**config.mk**
```make
export PLATFORM = sky130hd
export DESIGN_NAME = regfile_2r1w
export DESIGN_NICKNAME = d
export VERILOG_FILES = /design/src/rtl/regfile_2r1w.sv
export SDC_FILE = /design/constraint.sdc
export NUM_CORES = 2
export LEC_CHECK = 0
export CAP_MARGIN = 20
export CORE_MARGIN = 2
export CORE_UTILIZATION = 40
export DETAILED_ROUTE_END_ITERATION = 12
export PLACE_DENSITY = 0.67
export SYNTH_ARGS = -nofsm -noshare
export SYNTH_HDL_FRONTEND = slang
export SYNTH_SLANG_ARGS = --single-unit
```
**constraint.sdc**
```tcl
create_clock -name clk -period 2.3 [get_ports clk]
set_input_delay 0.345 -clock clk [delete_from_list [all_inputs] [get_ports clk]]
set_output_delay 0.345 -clock clk [all_outputs]
set_load 0.03 [all_outputs]
```
**src/rtl/regfile_2r1w.sv**
```systemverilog
// regfile_2r1w: NUM_REGS x DATA_W regfile; wr_* write port, two registered read ports rdN_en/addr -> rdN_data/valid/busy (write-first bypass), busy_set/busy_addr producer scoreboard
module regfile_2r1w #(
  parameter int DATA_W   = 32,
  parameter int NUM_REGS = 32,
  parameter int ADDR_W   = $clog2(NUM_REGS),
  parameter bit ZERO_REG = 1'b1
) (
  input  logic              clk,
  input  logic              rst_n,
  input  logic              wr_en,
  input  logic [ADDR_W-1:0] wr_addr,
  input  logic [DATA_W-1:0] wr_data,
  input  logic              rd0_en,
  input  logic [ADDR_W-1:0] rd0_addr,
  output logic [DATA_W-1:0] rd0_data,
  output logic              rd0_valid,
  output logic              rd0_busy,
  input  logic              rd1_en,
  input  logic [ADDR_W-1:0] rd1_addr,
  output logic [DATA_W-1:0] rd1_data,
  output logic              rd1_valid,
  output logic              rd1_busy,
  input  logic              busy_set,
  input  logic [ADDR_W-1:0] busy_addr
);
  logic [DATA_W-1:0]   regs_q [NUM_REGS];
  logic [DATA_W-1:0]   regs_d [NUM_REGS];
  logic [NUM_REGS-1:0] busy_q, busy_d;
  logic [DATA_W-1:0]   rd0_data_q, rd0_data_d, rd1_data_q, rd1_data_d;
  logic                rd0_valid_q, rd1_valid_q;
  logic                rd0_busy_q, rd0_busy_d, rd1_busy_q, rd1_busy_d;
  function automatic logic ok(input logic [ADDR_W-1:0] a);
    return (int'(a) < NUM_REGS) && !(ZERO_REG && a == '0);
  endfunction
  always_comb begin
    regs_d = regs_q;
    busy_d = busy_q;
    if (wr_en && ok(wr_addr)) begin
      regs_d[wr_addr] = wr_data;
      busy_d[wr_addr] = 1'b0;
    end
    if (busy_set && ok(busy_addr)) busy_d[busy_addr] = 1'b1;
    rd0_data_d = rd0_en ? (ok(rd0_addr) ? regs_d[rd0_addr] : '0) : rd0_data_q;
    rd0_busy_d = rd0_en ? (ok(rd0_addr) ? busy_d[rd0_addr] : 1'b0) : rd0_busy_q;
    rd1_data_d = rd1_en ? (ok(rd1_addr) ? regs_d[rd1_addr] : '0) : rd1_data_q;
    rd1_busy_d = rd1_en ? (ok(rd1_addr) ? busy_d[rd1_addr] : 1'b0) : rd1_busy_q;
  end
  always_ff @(posedge clk or negedge rst_n) begin
    if (!rst_n) begin
      regs_q      <= '{default: '0};
      busy_q      <= '0;
      rd0_data_q  <= '0;
      rd1_data_q  <= '0;
      rd0_valid_q <= 1'b0;
      rd1_valid_q <= 1'b0;
      rd0_busy_q  <= 1'b0;
      rd1_busy_q  <= 1'b0;
    end else begin
      regs_q      <= regs_d;
      busy_q      <= busy_d;
      rd0_data_q  <= rd0_data_d;
      rd1_data_q  <= rd1_data_d;
      rd0_valid_q <= rd0_en;
      rd1_valid_q <= rd1_en;
      rd0_busy_q  <= rd0_busy_d;
      rd1_busy_q  <= rd1_busy_d;
    end
  end
  assign rd0_data  = rd0_data_q;
  assign rd0_valid = rd0_valid_q;
  assign rd0_busy  = rd0_busy_q;
  assign rd1_data  = rd1_data_q;
  assign rd1_valid = rd1_valid_q;
  assign rd1_busy  = rd1_busy_q;
endmodule
```
# Yosys cells after proc, flatten, opt, wreduce, memory -nomap -nowiden

Index checks and enable logic that the tools add are counted.

Bitwise gates (word level): 6
Multiplexer cells: 24
$lt $le $gt $ge: 10
Reduce and logical (&&, ||, !) cells: 11

Operators with widths:

| cell                                                       | number |
|---|---|
| bitwise mux 1024 bit                                       | 1 |
| 2-to-1 mux 1024 bit                                        | 1 |
| binary-select mux 32 bit (select 5 bit)                    | 2 |
| 2-to-1 mux 32 bit                                          | 9 |
| demux 32 bit (select 5 bit)                                | 1 |
| AND 32 bit                                                 | 1 |
| inverter 32 bit                                            | 1 |
| OR 32 bit                                                  | 1 |
| less-than comparator 5 x 6 -> 1 bit, second input constant | 4 |
| zero test 5 bit                                            | 4 |
| >= comparator 6 bit, second input constant                 | 3 |
| inverter 5 -> 6 bit                                        | 3 |
| binary-select mux 1 bit (select 5 bit)                     | 2 |
| demux 1 bit (select 5 bit)                                 | 2 |
| >= comparator 5 x 1 -> 1 bit, second input constant        | 2 |
| less-than comparator 6 x 1 -> 1 bit, second input constant | 1 |
| 2-to-1 mux 1 bit                                           | 6 |
| logical AND 1 bit                                          | 5 |
| zero test 1 bit                                            | 2 |

Bits in registers: 1124
Output and inout bits: 68
Input bits: 58

# Depth between registers and ports, before layout

Depth after elaboration: 12
Gate-level depth with buffers: 12
Gate-level depth less buffers: 8

# Worst setup path after synthesis

OpenSTA, ideal clock, no wires.

Path kind: in2reg
Start point: in wr_addr[0]
End point: reg rd0_data_q[22] (netlist: rd0_data[22])
Setup slack: -0.384 ns
Data required time: 2.165 ns
Arrival: 2.549 ns
Stages on the path: 12
Setup time: 0.135 ns
Buffers on the path: 5
Path through: buf_2 nor2b_1 buf_4 buf_4 nand2_1 buf_2 buf_4 mux2i_1 mux2i_1 mux4_2 a22oi_1 o211ai_1

Word-level cells in the longest chain between the ends: 11
Elaborated cells on any way between the ends: 15
Classes of those cells: order compare (2); mux (8); bitwise (1); reduce/logical (4)

Ends and longest elaborated chain:

| what                                                                                             | RTL line | RTL |
|---|---|---|
| start, declared                                                                                  | 11       | `input logic [ADDR_W-1:0] wr_addr,` |
| inverter 5 -> 6 bit (implied by the code)                                                        | 39       | `regs_d[wr_addr] = wr_data;` |
| >= comparator 6 bit (implied by the code) or less-than comparator 6 x 1 -> 1 bit (tied branches) | 39       |  |
| logical AND 1 bit (implied by the code)                                                          | 39       |  |
| 2-to-1 mux 32 bit (implied by the code)                                                          | 39       |  |
| demux 32 bit (select 5 bit)                                                                      | 39       |  |
| bitwise mux 1024 bit                                                                             | 39       |  |
| 2-to-1 mux 1024 bit *                                                                            | 38       | `if (wr_en && ok(wr_addr)) begin` |
| binary-select mux 32 bit (select 5 bit) *                                                        | 43       | `rd0_data_d = rd0_en ? (ok(rd0_addr) ? regs_d[rd0_addr] : '0) : rd0_data_q;` |
| 2-to-1 mux 32 bit (implied by the code) * (2 in a row)                                           | 43       |  |
| 2-to-1 mux 32 bit *                                                                              | 43       |  |
| end signal, assigned                                                                             | 61       | `rd0_data_q <= rd0_data_d;` |
| end, declared                                                                                    | 29       | `logic [DATA_W-1:0] rd0_data_q, rd0_data_d, rd1_data_q, rd1_data_d;` |

Every way passes the cells marked *; elsewhere a longest branch is shown, timed or not. The select of a mux whose other input is x is not followed.
A chain may end at the register's enable or synchronous reset.

# Final worst setup path

Start point: in rd1_addr[3]
End point: reg rd1_data_q[13] (netlist: rd1_data[13])

Word-level cells in the longest chain between the ends: 5
Elaborated cells on any way between the ends: 6
Classes of those cells: mux (4); bitwise (1); reduce/logical (1)

Ends and longest elaborated chain:

| what                                                 | RTL line | RTL |
|---|---|---|
| start, declared                                      | 19       | `input logic [ADDR_W-1:0] rd1_addr,` |
| inverter 5 -> 6 bit (implied by the code)            | 45       | `rd1_data_d = rd1_en ? (ok(rd1_addr) ? regs_d[rd1_addr] : '0) : rd1_data_q;` |
| binary-select mux 32 bit (select 5 bit)              | 45       |  |
| 2-to-1 mux 32 bit (implied by the code) (2 in a row) | 45       |  |
| 2-to-1 mux 32 bit *                                  | 45       |  |
| end signal, assigned                                 | 62       | `rd1_data_q <= rd1_data_d;` |
| end, declared                                        | 29       |  |

Marks and branches as above.

==> results.toml <==
[status]
status = "finished with violations"
failed_checks = "negative setup slack"

[worst_setup_path]
cp_slowest_stage_delay_ps = 680
list_of_cells_traversed_by_the_critical_path = "clkdlybuf4s50_1 > buf_12 > clkinv_1 > buf_12 > nor2_1 > buf_4 > buf_4 > a32oi_2 > o211a_1 > o32ai_2"
cpMaxStageDelayCell = "sky130_fd_sc_hd__nor2_1"
critical_path_start_type = "input port"
critPathKind = "in -> reg"
setup.worst_path.end_class = "register"
critical_path_peak_fanout = 7
critPathArrivalTime_ps = 3000
crit_required_ps = 2990

[floorplan]
die_x_um = 398.8
core-area_mm2 = 0.1544
die_height_um = 398.8
floorplan.die_area_mm2 = 0.1591
i_o_pins = 126
starting_density_of_the_core_pct = 40.38
std_cell_rows = 144

[power]
irDropWorstVdd_mv = 0.7570
p_total_mw = 65.81
powerDensity_mw_per_mm2 = 770.6
leakage_nw = 43.88

[synth]
synth_top_cell_area_share_pct = 45.11
largest_family_of_logic_cells_by_synthesized_area = "multiplexers"
synthCells = 5565
largest_cells_by_area_after_synthesis = "sky130_fd_sc_hd__dfrtp_1, sky130_fd_sc_hd__mux4_2, sky130_fd_sc_hd__mux2i_1, sky130_fd_sc_hd__inv_1, sky130_fd_sc_hd__mux2_2"
asyncSetResetFlopFracSynth_pct = 100.0
postSynthRegisterBits = 1124
synth_area_per_cell_um2 = 11.20
netlist_top_cells_count = "sky130_fd_sc_hd__dfrtp_1, sky130_fd_sc_hd__inv_1, sky130_fd_sc_hd__mux2i_1, sky130_fd_sc_hd__mux4_2, sky130_fd_sc_hd__clkbuf_1"
synth_warnings = 0
yosys_top_cell_by_area = "sky130_fd_sc_hd__dfrtp_1"
post_synth_mux_area_share_pct = 29.37
synth_compound_gate_area_share_pct = 10.97
ys.flop_type = "sky130_fd_sc_hd__dfrtp_1"
sequential_element_share_of_the_synthesized_area_pct = 45.11
synth-adder-area-share_pct = 0
synth_nets = 5623
edff_count_synth = 0
post_synth_num_cell_types = 94
synth.most_common_cell = "sky130_fd_sc_hd__dfrtp_1"
synth_simple_gate_area_share_pct = 6.437
synth.cell_area_mm2 = 0.06235
synthXorXnorAreaFrac_pct = 0.07023

[sta]
slew_headroom_pct = 39.68
setup_violations = 3
fin_ws_ps = -13.03
report.final.slew_viol_count = 0
fin_crit_ps = 2313
min_period_over_period_pct = 100.6
skew_ps = 55.95
timing.setup.tns_ps = -22.28
timing_hold_violations_final = 0
grt_setup_unrepaired = "yes"
timing.fmax_mhz = 432.3
slew_at_the_pin_with_the_worst_max_slew_slack_ps = 901.5

[clock_tree]
cts_made_buffers = 133
clk_root_buffer_cell = "sky130_fd_sc_hd__clkbuf_16"
clkSlewWorstSetupHoldPaths_ps = 60
clock-sinks = 1124
clockBufferDepth = 3
max_h_tree_level = 4
tritoncts = "yes"
clock_insertion_delay_worst_skew_ps = 830

[placement]
placement.io_buffers = 125
dp_cells = 8849
dp_hpwl_um = 221800
routabilityCongestion = 1.035

[route]
route.detailed.wl_per_inst_um = 33.23
totalWireLength_um = 305000
vias_per_cell = 6.247
postRouteAntennaNets = 0
drt_iter0_drc = 8002
detailedRoute.firstPassIterationCount = 6
drt_drc_violations_left = 0
route.vias.total = 57334

[grt]
global_route.overflow_total = 0
grtUsageMet1_pct = 48.55
grt_first_pass_wirelength_um = 427500
peak_usage_layer_in_the_global_routing_report = "met2"
grt_start_max_net_pins = 110
grt_util_all_layers_pct = 37.95
grtUsageMet3_pct = 13.17
grt_antenna_before_repair = 28
groute.layer.met2.usage_pct = 53.70
first_global_vias = 57323

[layout]
layout-drive-gt1-share_pct = 38.26
final_cells = 9178
flow.area_growth_from_synthesis_pct = 36.97
nets = 7081

[flow_run]
timing.max_cap.violations = 0

[min_path]
hp-class = "in -> reg"
metal layers:
layer | wire [um] | vias up | part of all wire, %
met1 | 112400 | 28865 | 37
met3 | 40100 | 1150 | 13
li1 | - | 22922 | -
met2 | 127400 | 4379 | 42
met5 | 117 | - | 0.038
met4 | 25000 | 18 | 8.2
path summary, 6_finish.rpt:
path / endpoint / startpoint / slack [ps] / cells after the start
worst max register to register: rd1_busy / busy_q[26] / 250 / 5
min in group asynchronous: regs_q[851] / rst_n / 280 / 3
worst max-delay path: rd1_data[13] / rd1_addr[3] / -10 / 10
worst min register to register: regs_q[1016] / regs_q[1016] / 380 / 0
max in group asynchronous: regs_q[481] / rst_n / 1000 / 3
worst min-delay path: rd1_valid / rd1_en / 80 / 2
placed cells by master (no fill, tap or decap), types with 16 or more instances in the layout:
master,synthesis,final
sky130_fd_sc_hd__buf_4,35,1439
sky130_fd_sc_hd__dfrtp_1,1124,1124
sky130_fd_sc_hd__inv_1,736,733
sky130_fd_sc_hd__mux2i_1,708,674
sky130_fd_sc_hd__mux4_2,378,378
sky130_fd_sc_hd__nand2_1,282,273
sky130_fd_sc_hd__buf_12,0,240
sky130_fd_sc_hd__mux2_2,236,223
sky130_fd_sc_hd__nor2_1,204,199
sky130_fd_sc_hd__o21ai_0,222,198
sky130_fd_sc_hd__a21oi_1,161,159
sky130_fd_sc_hd__clkbuf_16,0,135
sky130_fd_sc_hd__nand3_1,110,108
sky130_fd_sc_hd__nor3_1,90,88
sky130_fd_sc_hd__o22ai_1,77,72
sky130_fd_sc_hd__o211ai_1,58,58
sky130_fd_sc_hd__a22oi_1,60,55
sky130_fd_sc_hd__clkdlybuf4s50_1,0,55
sky130_fd_sc_hd__dlygate4sd2_1,0,52
sky130_fd_sc_hd__a211oi_1,45,44
sky130_fd_sc_hd__a31oi_1,42,37
sky130_fd_sc_hd__a22o_1,32,32
sky130_fd_sc_hd__mux2i_2,0,32
sky130_fd_sc_hd__clkbuf_1,317,30
sky130_fd_sc_hd__o21ai_1,15,26
sky130_fd_sc_hd__clkbuf_8,0,25
sky130_fd_sc_hd__o32ai_1,27,23
sky130_fd_sc_hd__clkinv_2,0,23
sky130_fd_sc_hd__o31ai_1,24,22
sky130_fd_sc_hd__o221ai_1,21,21
sky130_fd_sc_hd__buf_6,3,21
sky130_fd_sc_hd__and3_1,17,17
sky130_fd_sc_hd__a211o_1,16,16
layout make-up:
class	instances	area (um2)
antenna	12	30.03
clock buffer	188	3785
clock inverter	46	628.1
fill	12944	69000
inverter	743	2790
multi-input combinational	3181	30120
sequential	1124	28130
tap	2044	2557
timing repair buffer	1840	17370
kinds of logic after synthesis:
group / count (synthesis)
compound gates: 1007
flops: 1124
buf+inv: 1261
mux: 1327
simple gates: 841
xor+xnor: 5
worst max-delay path, delay by kind of cell:
kind                   cells  cell delay [ps]
buffers and inverters      6             1470
AO/OA/AOI/OAI              3              500
AND/OR/NAND/NOR            1              680
registers in the layout (all words and copies together), names as in the netlist:
name	count
busy_q	32
rd0_busy	1
rd0_data	32
rd0_valid	1
rd1_busy	1
rd1_data	32
rd1_valid	1
regs_q	1024
timing repair:
action,CTS,global route
resized for setup,150,87
hold endpoints to repair,516,0
pin swaps,15,26
buffers inserted,44,30
endpoints found under the setup margin,118,58
gates cloned,6,2
hold buffers,3,0
per-stage QoR:
| stage | instance area, um2 | hold WS (ps) | setup WS (ps) | utilization, % |
|---|---|---|---|---|
| after floorplan | 63220 | 49.41 | -171.5 | - |
| after global placement | 79460 | 263.1 | -1551 | 51.46 |
| after detailed placement | 79460 | 268.0 | -1628 | 51.46 |
| after CTS | 84720 | 25.88 | 3.196 | 54.87 |
| after global routing | 85370 | 41.44 | -29.36 | 55.29 |
| final | 85400 | 81.23 | -13.03 | 55.31 |
power breakdown:
| group | internal [mW] | switching, mW |
|---|---|---|
| registers | 23.5 | 1.59 |
| logic | 9.27 | 9.95 |
| clock network | 12.0 | 9.53 |
| total | 44.7 | 21.1 |
Note: power is estimated with default switching activity, not from simulation.
